### src/rtl/frame_tx_param.sv
// Serial frame transmitter: start, length field, N data bytes, optional CRC-8, stop; each bit held B clk cycles.
// Optional CRC byte enabled by defining FRAME_TX_CRC_EN.
module frame_tx_param #(
    parameter int         MAX_BYTES  = 16,
    parameter int         LEN_W      = 4,
    parameter int         BAUD_W     = 8,
    parameter logic [7:0] CRC_POLY   = 8'h07,
    parameter logic       IDLE_LEVEL = 1'b0
) (
    input  logic                   clk,
    input  logic                   reset_n,
    input  logic                   tf,
    input  logic [LEN_W-1:0]       framesize,
    input  logic [8*MAX_BYTES-1:0] framebits,
    input  logic [BAUD_W-1:0]      baudrate,
    output logic                   TXI,
    output logic                   TX,
    output logic                   done,
    output logic                   err
);
    localparam int IW = (MAX_BYTES > 1) ? $clog2(MAX_BYTES) : 1;
    localparam int CW = (LEN_W > 8) ? $clog2(LEN_W) : 3;

    typedef enum logic [2:0] {
        S_IDLE, S_START, S_LEN, S_DATA, S_STOP
`ifdef FRAME_TX_CRC_EN
        , S_CRC
`endif
    } state_t;

    state_t                      state, state_d;
    logic [BAUD_W-1:0]           b_q, baud_cnt;
    logic [CW-1:0]               bit_cnt;
    logic [IW-1:0]               byte_idx, last_q;
    logic [LEN_W-1:0]            len_sh;
    logic [MAX_BYTES-1:0][7:0]   payload_q;
    logic                        bit_end, req_ok, len_last, byte_last;
`ifdef FRAME_TX_CRC_EN
    logic [7:0]                  crc_q, crc_next;
`endif

    // Range check done wide so MAX_BYTES need not fit in LEN_W bits
    assign req_ok    = (framesize != '0) && (32'(framesize) <= 32'(MAX_BYTES));
    assign bit_end   = (baud_cnt == b_q);
    assign len_last  = (bit_cnt == CW'(LEN_W - 1));
    assign byte_last = (bit_cnt[2:0] == 3'd7);
    assign TXI       = (state == S_IDLE);

    always_ff @(posedge clk or negedge reset_n) begin
        if (!reset_n) state <= S_IDLE;
        else          state <= state_d;
    end

    always_comb begin
        state_d = state;
        TX      = IDLE_LEVEL;
        unique case (state)
            S_IDLE:  if (tf && req_ok) state_d = S_START;
            S_START: begin
                TX = ~IDLE_LEVEL;
                if (bit_end) state_d = S_LEN;
            end
            S_LEN: begin
                TX = len_sh[LEN_W-1];
                if (bit_end && len_last) state_d = S_DATA;
            end
            S_DATA: begin
                TX = payload_q[byte_idx][~bit_cnt[2:0]];
                if (bit_end && byte_last && byte_idx == last_q)
`ifdef FRAME_TX_CRC_EN
                    state_d = S_CRC;
`else
                    state_d = S_STOP;
`endif
            end
`ifdef FRAME_TX_CRC_EN
            S_CRC: begin
                TX = crc_q[~bit_cnt[2:0]];
                if (bit_end && byte_last) state_d = S_STOP;
            end
`endif
            S_STOP:  if (bit_end) state_d = S_IDLE;
            default: state_d = S_IDLE;
        endcase
    end

`ifdef FRAME_TX_CRC_EN
    // One serial CRC step per transmitted LEN/DATA bit
    assign crc_next = {crc_q[6:0], 1'b0} ^ ((crc_q[7] ^ TX) ? CRC_POLY : 8'h00);
`endif

    always_ff @(posedge clk or negedge reset_n) begin
        if (!reset_n) begin
            b_q       <= BAUD_W'(1);
            baud_cnt  <= BAUD_W'(1);
            bit_cnt   <= '0;
            byte_idx  <= '0;
            last_q    <= '0;
            len_sh    <= '0;
            payload_q <= '0;
            done      <= 1'b0;
            err       <= 1'b0;
`ifdef FRAME_TX_CRC_EN
            crc_q     <= '0;
`endif
        end else begin
            done <= (state == S_STOP) && bit_end;
            err  <= (state == S_IDLE) && tf && !req_ok;
            if (state == S_IDLE) begin
                if (tf && req_ok) begin
                    b_q       <= (baudrate == '0) ? BAUD_W'(1) : baudrate;
                    baud_cnt  <= BAUD_W'(1);
                    bit_cnt   <= '0;
                    byte_idx  <= '0;
                    last_q    <= IW'(framesize - LEN_W'(1));
                    len_sh    <= framesize;
                    payload_q <= framebits;
`ifdef FRAME_TX_CRC_EN
                    crc_q     <= '0;
`endif
                end
            end else if (bit_end) begin
                baud_cnt <= BAUD_W'(1);
                unique case (state)
                    S_LEN: begin
                        len_sh  <= len_sh << 1;
                        bit_cnt <= len_last ? '0 : bit_cnt + CW'(1);
`ifdef FRAME_TX_CRC_EN
                        crc_q   <= crc_next;
`endif
                    end
                    S_DATA: begin
                        bit_cnt <= byte_last ? '0 : bit_cnt + CW'(1);
                        if (byte_last) byte_idx <= byte_idx + IW'(1);
`ifdef FRAME_TX_CRC_EN
                        crc_q   <= crc_next;
`endif
                    end
`ifdef FRAME_TX_CRC_EN
                    S_CRC:   bit_cnt <= byte_last ? '0 : bit_cnt + CW'(1);
`endif
                    default: ;
                endcase
            end else begin
                baud_cnt <= baud_cnt + BAUD_W'(1);
            end
        end
    end
endmodule

### config.mk
export PLATFORM = sky130hd
export DESIGN_NAME = frame_tx_param
export DESIGN_NICKNAME = d
export VERILOG_FILES = /design/src/rtl/frame_tx_param.sv
export SDC_FILE = /design/constraint.sdc
export NUM_CORES = 1
export LEC_CHECK = 0
export CAP_MARGIN = 20
export CORE_AREA = 2 2 135 137
export DETAILED_ROUTE_END_ITERATION = 16
export DIE_AREA = 0 0 137 139
export PLACE_DENSITY = 0.7
export SETUP_SLACK_MARGIN = 0.3
export SYNTH_ARGS = -nofsm -noshare
export SYNTH_HDL_FRONTEND = slang
export SYNTH_SLANG_ARGS = --single-unit
### constraint.sdc
create_clock -name clk -period 4.5 [get_ports clk]
set_clock_uncertainty 0.1 [all_clocks]
set_input_delay 1.35 -clock clk [delete_from_list [all_inputs] [get_ports clk]]
set_output_delay 1.35 -clock clk [all_outputs]
set_load 0.05 [all_outputs]
Word level (Yosys, flattened, before mapping)

Cells that the tools add are included.

Bits in registers: 164
Bits of input ports: 143

Add/sub/neg operators: 4
Magnitude comparators: 2
Eq/ne operators: 13
Multiplexer cells: 30
Bitwise gates (word level): 1
Reductions and logical operators: 21

Operator list:

| cell                | number |
|---|---|
| $mux 8              | 5 |
| $mux 4              | 9 |
| $bmux 8 s4          | 1 |
| $mux 3              | 10 |
| $pmux 3 s5          | 1 |
| $eq 3x2->1 const B  | 3 |
| $add 8x1->8 const B | 1 |
| $eq 8x8->1          | 1 |
| $logic_not 8->1     | 1 |
| $ne 2x2->1 const B  | 4 |
| $reduce_bool 2->1   | 4 |
| $logic_and 1x1->1   | 7 |
| $eq 3x3->1 const B  | 2 |
| $pmux 3 s2          | 1 |
| $reduce_and 3->1    | 2 |
| $lt 4x5->1 const B  | 1 |
| $reduce_and 5->1    | 1 |
| $add 4x1->4 const B | 1 |
| $eq 4x4->1          | 1 |
| $lt 3x4->1 const B  | 1 |
| $reduce_and 4->1    | 1 |
| $reduce_bool 4->1   | 1 |
| $sub 4x1->4 const B | 1 |
| $add 3x1->3 const B | 1 |
| 10 further kinds    | 10 |

Depth between registers and ports, before layout

Depth in word-level cells: 5
Depth in mapped cells: 9
Mapped depth without buffers: 8

Worst setup path before layout

Ideal clock, no wire load.

Path kind: reg2out
Start point: reg byte_idx[1]
End point: out TX
Arrival time: 2.387 ns
Path slack: 0.663 ns
Stages on the path, launching flop included: 8
Buffers on the path: 1
Cell sequence: dfrtp_1 -> buf_4 -> mux2i_1 -> a311o_1 -> o311ai_0 -> a311o_1 -> a41oi_1 -> a31oi_1

Cells in the longest elaborated chain, start to end: 5

RTL lines:

| element                      | RTL line | source |
|---|---|---|
| from (decl)                  | 34       | `logic [IW-1:0] byte_idx, last_q;` |
| from (signal assigned)       | 134      | `if (byte_last) byte_idx <= byte_idx + IW'(1);` |
| $bmux 8 s4                   | 68       | `TX = payload_q[byte_idx][~bit_cnt[2:0]];` |
| $mux 8 (not written as such) | 68       |  |
| $bmux 1 s3                   | 68       |  |
| $mux 1 (not written as such) | 68       |  |
| $pmux 1 s3                   | 57       | `unique case (state)` |
| to (decl)                    | 17       | `output logic TX,` |

Every way passes these cells. The select of a mux whose other input is x is not followed.

Worst setup path in the final report

Start point: reg byte_idx[0]
End point: out TX

Same word-level chain as after synthesis.

==> metrics.md <==
| Metric | Value |
|---|---|
| Status | `finished, final reports clean` |
| CTS clk-pin slew, worst paths | `0.06 ns` |
| Die Y | `around 140 um` |
| Share of the synthesized area in the top cell type | `52.10%` |
| Worst setup EP type | `output port` |
| CP arrival | `2.72 ns` |
| Final slew viol count | `0` |
| First-pass GRT wire length | `32730 um` |
| Clock power frac | `22.8%` |
| Width of the chip | `137 um` |
| Initial Util | `44.07%` |
| Via/cell ratio | `between 5 and 6` |
| FF-to-FF setup slack | `1.92 ns` |
| Area Overhead vs Synth | `32.37%` |
| Cell Area, Synth | `0.007781 mm2` |
| Hpwl dp | `14220 um` |
| N_diodes | `0` |
| CP startpoint kind | `register` |
| Syn Area/Cell | `9.144 um2` |
| Worst-path cell chain | `buf_12 > mux4_2 > mux4_2 > a2111oi_4 > a31oi_4 > buf_6` |
| Synth unique cells | `49` |
| Synth Instances | `around 850` |
| Max-Cap Viols | `0` |
| Peak VDD IR | `0.0003881 V` |
| Commonest cells after routing, fill and taps aside | `nand2_1 (440), dfrtp_1 (160), clkdlybuf4s50_1 (144)` |
| PortBufs | `146` |
| Footprint of the multi-input gates | `0.003511 mm2` |
| Final instance area | `0.01030 mm2` |
| Antenna Nets Post-Route | `0` |
| Register area | `0.004111 mm2` |
| Largest net degree at the start of global routing | `88` |
| Leakage | `0.004827 uW` |
| Total Nets Final | `approximately 1100` |
| Setup_tns | `0 ns` |
| Internal power | `between 3000 and 4000 uW` |
| Yosys warns | `0` |
| Via Count | `6374` |
| Row cnt | `just under 50` |
| Overall Global Routing Usage | `22.16%` |
| Pre-Repair DR Iteration Count | `5` |
| Power share of the sequential group | `43.5%` |
| Cts hold-fix bufs | `0` |
| WL/cell | `16.27 um` |
| Minimum clock period | `4.165 ns` |
| Number of synthesized flops with an enable pin | `0` |
| Fill cells | `1539` |
| Most common cell after layout, fill and taps aside | `nand2_1` |
| Residual DRC | `0` |
| Psw | `2190 uW` |
| Max frequency | `~240 MHz` |
| Gpl congestion | `0.8664` |
| Cell mode on critical path | `mux4_2` |
| Logic gate share of total power | `33.7%` |
| Drt initial violations | `521` |
| Async SR Flop Fraction | `100.0%` |
| Worst-path fanout max | `6` |
| Worst hold path class | `reg -> reg` |
| Syn Nets | `1001` |
| Critical path's slowest cell | `mux4_2` |
| H-tree Lvls | `4` |
| Period utilization | `92.56%` |
| Total power | `6015 uW` |
| Power Density | `584.0 mW/mm2` |
| Req. time, crit path | `3.05 ns` |
| Count of state elements after synthesis | `164` |
| CP max stage delay | `0.52 ns` |
| Largest area contributor in the netlist | `dfrtp_1` |
| Core Region | `0.01766 mm2` |
| Critical path type | `reg -> out` |
| Share of cells above drive strength 1 | `10.30%` |
| Slew margin rel. | `46.03%` |
| Final Setup Violations | `0` |
| Io pins | `147` |
| Total wire length | `20160 um` |
| Unrepaired setup endpoints after global routing | `true` |
| Endpoints failing hold | `0` |
| Clock Path Buffers | `2` |
| Clock root cell | `clkbuf_16` |
| Ys flop type | `dfrtp_1` |
| Die area | `0.01904 mm2` |
| Initial antenna violation count | `0` |
| Clock Sinks | `164` |
| CTS Buf Count | `17` |
| Seq/Total Area, Yosys | `52.77%` |
| Synth area leaders | `dfrtp_1 (52%), nand2_1 (21%), mux4_2 (8.7%)` |
| Remaining Overflow, GRT | `0` |
| Sw frac | `36.41%` |
| DP Area | `roughly 0.0095 mm2` |
| Tightest Pin Transition | `0.8095 ns` |
| Vias in the first global route | `roughly 6300` |
| Worst-skew pair later-pin latency | `~0.43 ns` |
| CTS tree | `yes` |
-- power groups by stage --
stage	Combinational (uW)	Clock [uW]	Sequential, uW
2_1_floorplan	1450	0	2420
3_3_place_gp	1900	0	2640
3_5_place_dp	1960	0	2630
4_1_cts	2030	1390	2610
5_1_grt	2290	1460	2680
6_report	2030	1370	2620
-- metal layers --
| layer | vias up | GRT usage, % | share of wire (%) |
|---|---|---|---|
| met4 | 0 | 5.969 | 1.4 |
| met5 | - | 0 | 0 |
| met1 | 3083 | 30.89 | 44 |
| met3 | 21 | 4.642 | 5.2 |
| met2 | 194 | 35.32 | 49 |
| li1 | 3076 | - | - |
-- through the flow --
step | util (%) | instances | hold WS, ns | setup WS (ns)
global placement | 53.78 | 1192 | 0.3550 | 0.5650
global route | 58.33 | 1239 | 0.3822 | 0.2709
finish | 58.33 | 1239 | 0.3721 | 0.3347
floorplan | - | 851 | 0.3379 | 0.6633
detailed placement | 53.78 | 1192 | 0.3573 | 0.5289
CTS | 57.69 | 1231 | 0.3718 | 0.3109
-- flip-flops by register name, summed over array words and instances (netlist names) --
signal and count:
done 1, bit_cnt 3, err 1, b_q 8
last_q 4, len_sh 4, baud_cnt 8, byte_idx 4
state 3, payload_q 128
-- critical path, delay by kind of cell, from the launching register on --
kind / cells / cell delay, ns
muxes: 2 / 0.94
AOI/OAI and AO/OA: 2 / 0.53
DFF: 1 / 0.49
buffers and inverters: 2 / 0.33
-- Yosys cell counts (all sizes together), types with 2 or more instances --
| cell | instances |
|---|---|
| nand2 | 440 |
| dfrtp | 162 |
| clkbuf | 32 |
| mux4 | 30 |
| o21ai | 22 |
| mux2i | 16 |
| nor2 | 16 |
| a21oi | 15 |
| buf | 15 |
| xnor2 | 13 |
| nand3 | 11 |
| inv | 10 |
| ha | 7 |
| nor3 | 7 |
| xor2 | 5 |
| a211oi | 3 |
| and3 | 3 |
| nand4 | 3 |
| nor2b | 3 |
| o31ai | 3 |
| a311o | 2 |
| a31oi | 2 |
| dfstp | 2 |
| mux2 | 2 |
| nand2b | 2 |
| nor3b | 2 |
| nor4 | 2 |
| o221ai | 2 |
| o22ai | 2 |
| o41ai | 2 |
-- cell families after synthesis --
family	share of synthesized area, %
AND/OR/NAND/NOR	25.07
flip-flops	52.77
AO/OA/AOI/OAI	4.888
buffers and inverters	3.087
multiplexers	11.03
XOR/XNOR	2.026
adder cells (fa/ha/maj)	1.126
-- final cells by class --
| cell class | instances | share of cell area, % |
|---|---|---|
| clock buffer | 22 | 4.410 |
| clock inverter | 10 | 0.9840 |
| inverter | 10 | 0.3644 |
| multi-input combinational | 630 | 34.09 |
| sequential | 164 | 39.92 |
| tap | 229 | 2.782 |
| timing repair buffer | 174 | 17.46 |
-- worst paths after layout --
check	to	cells past startpoint	from
worst max-delay path	TX	6	byte_idx[0]
worst max register to register	bit_cnt[0]	6	baud_cnt[0]
worst min register to register	payload_q[105]	2	payload_q[105]
min in group asynchronous	b_q[3]	1	reset_n
worst min-delay path	payload_q[105]	2	payload_q[105]
max in group asynchronous	payload_q[61]	2	reset_n
-- timing repair --
item / in CTS / in global routing
gates resized for setup: 10 / 9
pin swaps: 2 / 3
cloned: 1 / 1
endpoints found under the setup margin: 1 / 1
setup buffers: 6 / 7
Power figures use the tool's default switching activity.
